==> src/rtl/mem_arbiter_if.sv <==
// Client request/response and byte-wide RAM port signals of mem_arbiter.
// slave = arbiter side, master = clients and RAM side.
interface mem_arbiter_if #(
  parameter int ADDR_W = 18
);
  logic              i_read_i;
  logic [ADDR_W-1:0] i_addr_i;
  logic [31:0]       i_data_o;
  logic              i_done_o;
  logic              i_wait_o;
  logic              d_read_i;
  logic              d_sign_i;
  logic [2:0]        d_len_i;
  logic [ADDR_W-1:0] d_addr_i;
  logic [31:0]       d_data_o;
  logic              d_done_o;
  logic              d_wait_o;
  logic              d_write_i;
  logic [ADDR_W-1:0] d_waddr_i;
  logic [7:0]        d_wdata_i;
  logic              d_wwait_o;
  logic              d_writting_o;
  logic              io_full_i;
  logic [7:0]        mem_din_i;
  logic [7:0]        mem_dout_o;
  logic [ADDR_W-1:0] mem_a_o;
  logic              mem_wr_o;

  modport slave (
    input  i_read_i, i_addr_i, d_read_i, d_sign_i, d_len_i, d_addr_i,
           d_write_i, d_waddr_i, d_wdata_i, io_full_i, mem_din_i,
    output i_data_o, i_done_o, i_wait_o, d_data_o, d_done_o, d_wait_o,
           d_wwait_o, d_writting_o, mem_dout_o, mem_a_o, mem_wr_o
  );

  modport master (
    output i_read_i, i_addr_i, d_read_i, d_sign_i, d_len_i, d_addr_i,
           d_write_i, d_waddr_i, d_wdata_i, io_full_i, mem_din_i,
    input  i_data_o, i_done_o, i_wait_o, d_data_o, d_done_o, d_wait_o,
           d_wwait_o, d_writting_o, mem_dout_o, mem_a_o, mem_wr_o
  );
endinterface

==> src/rtl/mem_arbiter.sv <==
// Byte-wide RAM/IO port arbiter: icache fetch, dcache reads and the dcache write byte stream.
// Build option MEM_ARB_RR_EN: round-robin icache/dcache read arbitration (default: dcache first).
module mem_arbiter #(
  parameter int         ADDR_W = 18,
  parameter logic [1:0] IO_HI  = 2'b11
) (
  input  logic         clk,
  input  logic         rst,
  mem_arbiter_if.slave bus
);

  typedef enum logic {ST_IDLE = 1'b0, ST_RD = 1'b1} state_t;

  state_t            r_state, w_state_nxt;
  logic [ADDR_W-1:0] r_base;
  logic [2:0]        r_len;
  logic              r_sign;
  logic              r_owner_i;
  logic [2:0]        r_cnt;
  logic [7:0]        r_byte0, r_byte1, r_byte2;
  logic [ADDR_W-1:0] r_mem_a;
  logic [31:0]       r_i_data, r_d_data;

  logic              w_io_stall, w_wr_go, w_accept, w_win_i, w_issue, w_done;
  logic [ADDR_W-1:0] w_mem_a;
  logic [2:0]        w_d_len;
  logic [31:0]       w_asm;

  assign w_io_stall = (bus.d_waddr_i[ADDR_W-1 -: 2] == IO_HI) && bus.io_full_i;
  assign w_d_len    = (bus.d_len_i == 3'd1) ? 3'd1 :
                      (bus.d_len_i == 3'd2) ? 3'd2 : 3'd4;

`ifdef MEM_ARB_RR_EN
  logic r_rr_i;

  always_ff @(posedge clk or negedge rst) begin
    if (!rst)          r_rr_i <= 1'b0;
    else if (w_accept) r_rr_i <= ~w_win_i;
  end

  assign w_win_i = bus.i_read_i && (!bus.d_read_i || r_rr_i);
`else
  assign w_win_i = bus.i_read_i && !bus.d_read_i;
`endif

  always_ff @(posedge clk or negedge rst) begin
    if (!rst) r_state <= ST_IDLE;
    else      r_state <= w_state_nxt;
  end

  // rst gates the combinational paths so every output reads 0 during reset
  always_comb begin
    w_state_nxt = r_state;
    w_accept    = 1'b0;
    w_wr_go     = 1'b0;
    w_issue     = 1'b0;
    w_done      = 1'b0;
    case (r_state)
      ST_IDLE: begin
        if (rst && bus.d_write_i) begin
          w_wr_go = !w_io_stall;
        end else if (rst && (bus.d_read_i || bus.i_read_i)) begin
          w_accept    = 1'b1;
          w_state_nxt = ST_RD;
        end
      end
      ST_RD: begin
        w_issue = (r_cnt < r_len);
        w_done  = (r_cnt == r_len);
        if (w_done) w_state_nxt = ST_IDLE;
      end
      default: w_state_nxt = ST_IDLE;
    endcase
  end

  assign w_mem_a = w_wr_go ? bus.d_waddr_i :
                   w_issue ? r_base + ADDR_W'(r_cnt) : r_mem_a;

  // the last byte is never registered; it is taken straight from mem_din_i
  always_comb begin
    case (r_len)
      3'd1:    w_asm = {{24{r_sign & bus.mem_din_i[7]}}, bus.mem_din_i};
      3'd2:    w_asm = {{16{r_sign & bus.mem_din_i[7]}}, bus.mem_din_i, r_byte0};
      default: w_asm = {bus.mem_din_i, r_byte2, r_byte1, r_byte0};
    endcase
  end

  always_ff @(posedge clk or negedge rst) begin
    if (!rst) begin
      r_base    <= '0;
      r_len     <= 3'd0;
      r_sign    <= 1'b0;
      r_owner_i <= 1'b0;
      r_cnt     <= 3'd0;
      r_byte0   <= 8'h00;
      r_byte1   <= 8'h00;
      r_byte2   <= 8'h00;
      r_mem_a   <= '0;
      r_i_data  <= 32'h0;
      r_d_data  <= 32'h0;
    end else begin
      r_mem_a <= w_mem_a;
      if (w_accept) begin
        r_base    <= w_win_i ? bus.i_addr_i : bus.d_addr_i;
        r_len     <= w_win_i ? 3'd4 : w_d_len;
        r_sign    <= !w_win_i && bus.d_sign_i;
        r_owner_i <= w_win_i;
        r_cnt     <= 3'd0;
      end else if (r_state == ST_RD) begin
        r_cnt <= r_cnt + 3'd1;
      end
      if (r_state == ST_RD) begin
        case (r_cnt)
          3'd1:    r_byte0 <= bus.mem_din_i;
          3'd2:    r_byte1 <= bus.mem_din_i;
          3'd3:    r_byte2 <= bus.mem_din_i;
          default: ;
        endcase
      end
      if (w_done && r_owner_i)  r_i_data <= w_asm;
      if (w_done && !r_owner_i) r_d_data <= w_asm;
    end
  end

  assign bus.mem_a_o      = w_mem_a;
  assign bus.mem_wr_o     = w_wr_go;
  assign bus.mem_dout_o   = w_wr_go ? bus.d_wdata_i : 8'h00;
  assign bus.d_writting_o = w_wr_go;
  assign bus.d_wwait_o    = (r_state == ST_RD);
  assign bus.i_wait_o     = rst && ((r_state == ST_RD) || bus.d_write_i || (w_accept && !w_win_i));
  assign bus.d_wait_o     = rst && ((r_state == ST_RD) || bus.d_write_i || (w_accept && w_win_i));
  assign bus.i_done_o     = w_done && r_owner_i;
  assign bus.d_done_o     = w_done && !r_owner_i;
  assign bus.i_data_o     = (w_done && r_owner_i)  ? w_asm : r_i_data;
  assign bus.d_data_o     = (w_done && !r_owner_i) ? w_asm : r_d_data;

endmodule

==> src/flat_wrapper.sv <==
// flat-port wrapper written by rule: the top's interface ports become plain ports
module mem_arbiter_flat 
#(
  parameter int         ADDR_W = 18,
  parameter logic [1:0] IO_HI  = 2'b11
)
  (clk, rst, bus_i_read_i, bus_i_addr_i, bus_d_read_i, bus_d_sign_i, bus_d_len_i, bus_d_addr_i, bus_d_write_i, bus_d_waddr_i, bus_d_wdata_i, bus_io_full_i, bus_mem_din_i, bus_i_data_o, bus_i_done_o, bus_i_wait_o, bus_d_data_o, bus_d_done_o, bus_d_wait_o, bus_d_wwait_o, bus_d_writting_o, bus_mem_dout_o, bus_mem_a_o, bus_mem_wr_o);
  mem_arbiter_if #(.ADDR_W(ADDR_W)) bus_i ();
  input  logic clk;
  input  logic rst;
  input wire logic [$bits(bus_i.i_read_i)-1:0] bus_i_read_i;
  input wire logic [$bits(bus_i.i_addr_i)-1:0] bus_i_addr_i;
  input wire logic [$bits(bus_i.d_read_i)-1:0] bus_d_read_i;
  input wire logic [$bits(bus_i.d_sign_i)-1:0] bus_d_sign_i;
  input wire logic [$bits(bus_i.d_len_i)-1:0] bus_d_len_i;
  input wire logic [$bits(bus_i.d_addr_i)-1:0] bus_d_addr_i;
  input wire logic [$bits(bus_i.d_write_i)-1:0] bus_d_write_i;
  input wire logic [$bits(bus_i.d_waddr_i)-1:0] bus_d_waddr_i;
  input wire logic [$bits(bus_i.d_wdata_i)-1:0] bus_d_wdata_i;
  input wire logic [$bits(bus_i.io_full_i)-1:0] bus_io_full_i;
  input wire logic [$bits(bus_i.mem_din_i)-1:0] bus_mem_din_i;
  output wire logic [$bits(bus_i.i_data_o)-1:0] bus_i_data_o;
  output wire logic [$bits(bus_i.i_done_o)-1:0] bus_i_done_o;
  output wire logic [$bits(bus_i.i_wait_o)-1:0] bus_i_wait_o;
  output wire logic [$bits(bus_i.d_data_o)-1:0] bus_d_data_o;
  output wire logic [$bits(bus_i.d_done_o)-1:0] bus_d_done_o;
  output wire logic [$bits(bus_i.d_wait_o)-1:0] bus_d_wait_o;
  output wire logic [$bits(bus_i.d_wwait_o)-1:0] bus_d_wwait_o;
  output wire logic [$bits(bus_i.d_writting_o)-1:0] bus_d_writting_o;
  output wire logic [$bits(bus_i.mem_dout_o)-1:0] bus_mem_dout_o;
  output wire logic [$bits(bus_i.mem_a_o)-1:0] bus_mem_a_o;
  output wire logic [$bits(bus_i.mem_wr_o)-1:0] bus_mem_wr_o;
  assign bus_i.i_read_i = bus_i_read_i;
  assign bus_i.i_addr_i = bus_i_addr_i;
  assign bus_i.d_read_i = bus_d_read_i;
  assign bus_i.d_sign_i = bus_d_sign_i;
  assign bus_i.d_len_i = bus_d_len_i;
  assign bus_i.d_addr_i = bus_d_addr_i;
  assign bus_i.d_write_i = bus_d_write_i;
  assign bus_i.d_waddr_i = bus_d_waddr_i;
  assign bus_i.d_wdata_i = bus_d_wdata_i;
  assign bus_i.io_full_i = bus_io_full_i;
  assign bus_i.mem_din_i = bus_mem_din_i;
  assign bus_i_data_o = bus_i.i_data_o;
  assign bus_i_done_o = bus_i.i_done_o;
  assign bus_i_wait_o = bus_i.i_wait_o;
  assign bus_d_data_o = bus_i.d_data_o;
  assign bus_d_done_o = bus_i.d_done_o;
  assign bus_d_wait_o = bus_i.d_wait_o;
  assign bus_d_wwait_o = bus_i.d_wwait_o;
  assign bus_d_writting_o = bus_i.d_writting_o;
  assign bus_mem_dout_o = bus_i.mem_dout_o;
  assign bus_mem_a_o = bus_i.mem_a_o;
  assign bus_mem_wr_o = bus_i.mem_wr_o;
  mem_arbiter #(.ADDR_W(ADDR_W), .IO_HI(IO_HI)) u_core (.clk(clk), .rst(rst), .bus(bus_i));
endmodule
==> config.mk <==
export PLATFORM = sky130hd
export DESIGN_NAME = mem_arbiter_flat
export DESIGN_NICKNAME = d
export VERILOG_FILES = /design/src/rtl/mem_arbiter_if.sv /design/src/rtl/mem_arbiter.sv /design/src/flat_wrapper.sv
export SDC_FILE = /design/constraint.sdc
export NUM_CORES = 1
export LEC_CHECK = 0
export ABC_AREA = 1
export CAP_MARGIN = 20
export CORE_AREA = 10 10 121 123
export DETAILED_ROUTE_END_ITERATION = 8
export DIE_AREA = 0 0 131 133
export HOLD_SLACK_MARGIN = 0.02
export PLACE_DENSITY_LB_ADDON = 0.25
export SLEW_MARGIN = 20
export SYNTH_ARGS = -nofsm -noshare
export SYNTH_HDL_FRONTEND = slang
export SYNTH_SLANG_ARGS = --single-unit
==> constraint.sdc <==
create_clock -name clk -period 5.75 [get_ports clk]
set_input_delay 1.15 -clock clk [delete_from_list [all_inputs] [get_ports clk]]
set_output_delay 1.15 -clock clk [all_outputs]
set_load 0.1 [all_outputs]
==> flow_summary.ini <==
[routing]
vias_per_cell = 5.14
dr_total_vias = 5835
wl_per_cell_microns = 16.3
drt_first_pass_iters = 4
ant_nets = 0
routed_wl_mm = 18.5
drt_iter0_markers = 443
drcViolationCount = 0

[clock_tree]
cts_sinks = 133
clk_pin_slew_ns = 0.05
ctsResizeCount = 0
cts_buffer_depth = 2
cts_root_buf = clkbuf_16
postCtsSetupRepairBufs = 0
cts_buffers = 17
cts_tree = done
cts_hold_buf = 0
clk-insertion-delay-late_ns = 0.41
htreeDepth = 4

[timing]
fmax_mhz = 226
finalSetupViolations = 0
post-route-min-period_ns = 4.43
slew_headroom = 0.320
fin_worst_skew_ns = 0.00720
slew_viol_final = 0
tightest_slew_ns = 1.02
hold_viol = 0
finalCritPeriodShare = 0.770
tns_ns = 0
hold_ws_ns = 0.474
rsz0062_at_grt = no

[worst_setup_path]
crit_chain = clkdlybuf4s50_1 > and3_1 > nor3_2 > buf_4 > inv_1 > nor2_1 > a31oi_1 > buf_12
critPathLaunchType = input port
arrival_ns = 3.28
worst_path_largest_cell_delay_ns = 0.51
endpoint_kind = output port
slowest_stage = inv_1
critical_path_class = in2out
cp.required_ns = 4.60
crit_fanout = 26
critical_path_buf_inv_count = 4
cp_top_family = buffers and inverters

[global_routing]
grt_pass1_vias = 5783
antenna_found_initial = 0
grt_max_degree = 78
gr-usage-all-layers = 0.214
gr-total-overflow = 0
grt_pass1_wl_mm = 29.5

[finish]
layout-drive-gt1-share = 0.152
diodes = 0
mostFrequentLayoutCells = 295 x nand2_1, 133 x dfrtp_1, 82 x buf_4
fin_nets = 1042
area_delta_synth_final_pct = 39.5
final_common_cell = nand2_1

[synth]
synthCells = 784
yosys_warnings = 0
synth_nets = 875
syn_avg_cell_area_sq_um = 8.01
ys_seq_elements = 133
ys_seq_area_frac = 0.530
synth_area_sq_um = 6280
synth_cell_type_count = 30

[hold_path]
hp-class = reg2reg

[floorplan]
die_area_sq_um = 17400
core_sq_um = 12400
initial_core_util = 0.508
ioPinCount = 177
chipHeight_microns = 133
die_x_microns = 131
rows = 41

[run]
cap_violations = 0

[place]
portBuffers = 176
dp_hpwl_mm = 13.3
routabilityCongestion = 0.863

[status]
outcome = finished clean
per-layer routing:
metal / GRT usage / vias to the layer above / wire length [microns]
met2: 0.369 / 193 / 9450
li1: - / 2866 / -
met1: 0.246 / 2751 / 7350
met3: 0.0675 / 25 / 1350
met4: 0.0649 / 0 / 361
met5: 0 / - / 0
cell type report:
| cell class | instances | area, sq um |
|---|---|---|
| Multi-Input combinational cell | 560 | 2580 |
| Tap cell | 172 | 215 |
| Clock buffer | 21 | 470 |
| Fill cell | 992 | 3600 |
| Timing Repair Buffer | 181 | 1800 |
| Sequential cell | 133 | 3330 |
| Inverter | 58 | 218 |
| Clock inverter | 10 | 153 |
cells by family (layout without fill, tap and decap cells):
family                     count (synthesis)  in the layout  share of synthesized area
AOI/OAI and AO/OA                        116            116                      0.107
buffers and inverters                     91            270                     0.0592
adders and majority gates                 11             11                     0.0231
and+or+nand+nor                          431            431                      0.278
xor gates and xnor gates                   2              2                    0.00279
DFF                                      133            133                      0.530
registers in the layout, summed over array words and instances (netlist names):
name	flops
u_core.r_sign	1
u_core.r_byte1	8
u_core.r_owner_i	1
u_core.r_base	18
u_core.r_len	3
u_core.bus.d_wwait_o	1
u_core.r_cnt	3
u_core.r_mem_a	18
u_core.r_d_data	32
u_core.r_byte2	8
u_core.r_byte0	8
u_core.r_i_data	32
worst paths after layout:
path                                  endpoint               start  slack [ns]  cells after the start
setup / recovery                bus_mem_a_o[1]   bus_d_waddr_i[17]        1.32                      8
hold / removal              u_core.r_i_data[2]  u_core.r_i_data[2]        0.47                      2
setup reg to reg           u_core.r_i_data[27]     u_core.r_len[0]        3.28                      8
hold reg to reg             u_core.r_i_data[2]  u_core.r_i_data[2]        0.47                      2
max in group asynchronous    u_core.r_byte0[6]                 rst        3.69                      2
min in group asynchronous      u_core.r_len[2]                 rst        0.71                      1
synth_stat cells, drive strengths merged:
master / count / area share
nand2: 296 / 0.18
dfrtp: 133 / 0.53
nor2: 72 / 0.046
inv: 58 / 0.035
o21ai: 51 / 0.041
nand3: 50 / 0.041
o211ai: 20 / 0.024
a21oi: 19 / 0.015
a31oi: 18 / 0.018
clkbuf: 17 / 0.010
buf: 16 / 0.014
ha: 10 / 0.020
nand4: 6 / 0.0060
o21bai: 4 / 0.0048
nor3: 3 / 0.0040
and2: 2 / 0.0020
o22ai: 2 / 0.0020
xnor2: 2 / 0.0028
a211oi: 1 / 0.0012
a22o: 1 / 0.0014
and3: 1 / 0.0010
fa: 1 / 0.0032
nand3b: 1 / 0.0012
through the flow:
stage | util | instances | setup slack (ns) | cell area (sq um)
after detailed placement | 0.658 | 1104 | 1.28 | 8140
after floorplan | - | 784 | 0.842 | 6280
final | 0.709 | 1135 | 1.32 | 8760
after global routing | 0.709 | 1135 | 1.03 | 8760
after CTS | 0.709 | 1135 | 1.29 | 8760
after global placement | 0.658 | 1104 | 1.34 | 8140
worst reg2reg max path: stages, from the launching register on:
cell and delay (ns):
dfrtp_1 0.39, inv_1 0.12, nor3_2 0.06, inv_1 0.36, nand2_2 0.26, nand2_1 0.63
o21ai_0 0.33, nand2_1 0.13, nand2_1 0.08
Power is not shown: default switching activity piles up to over one toggle a cycle in this logic, so the estimate is an artifact.
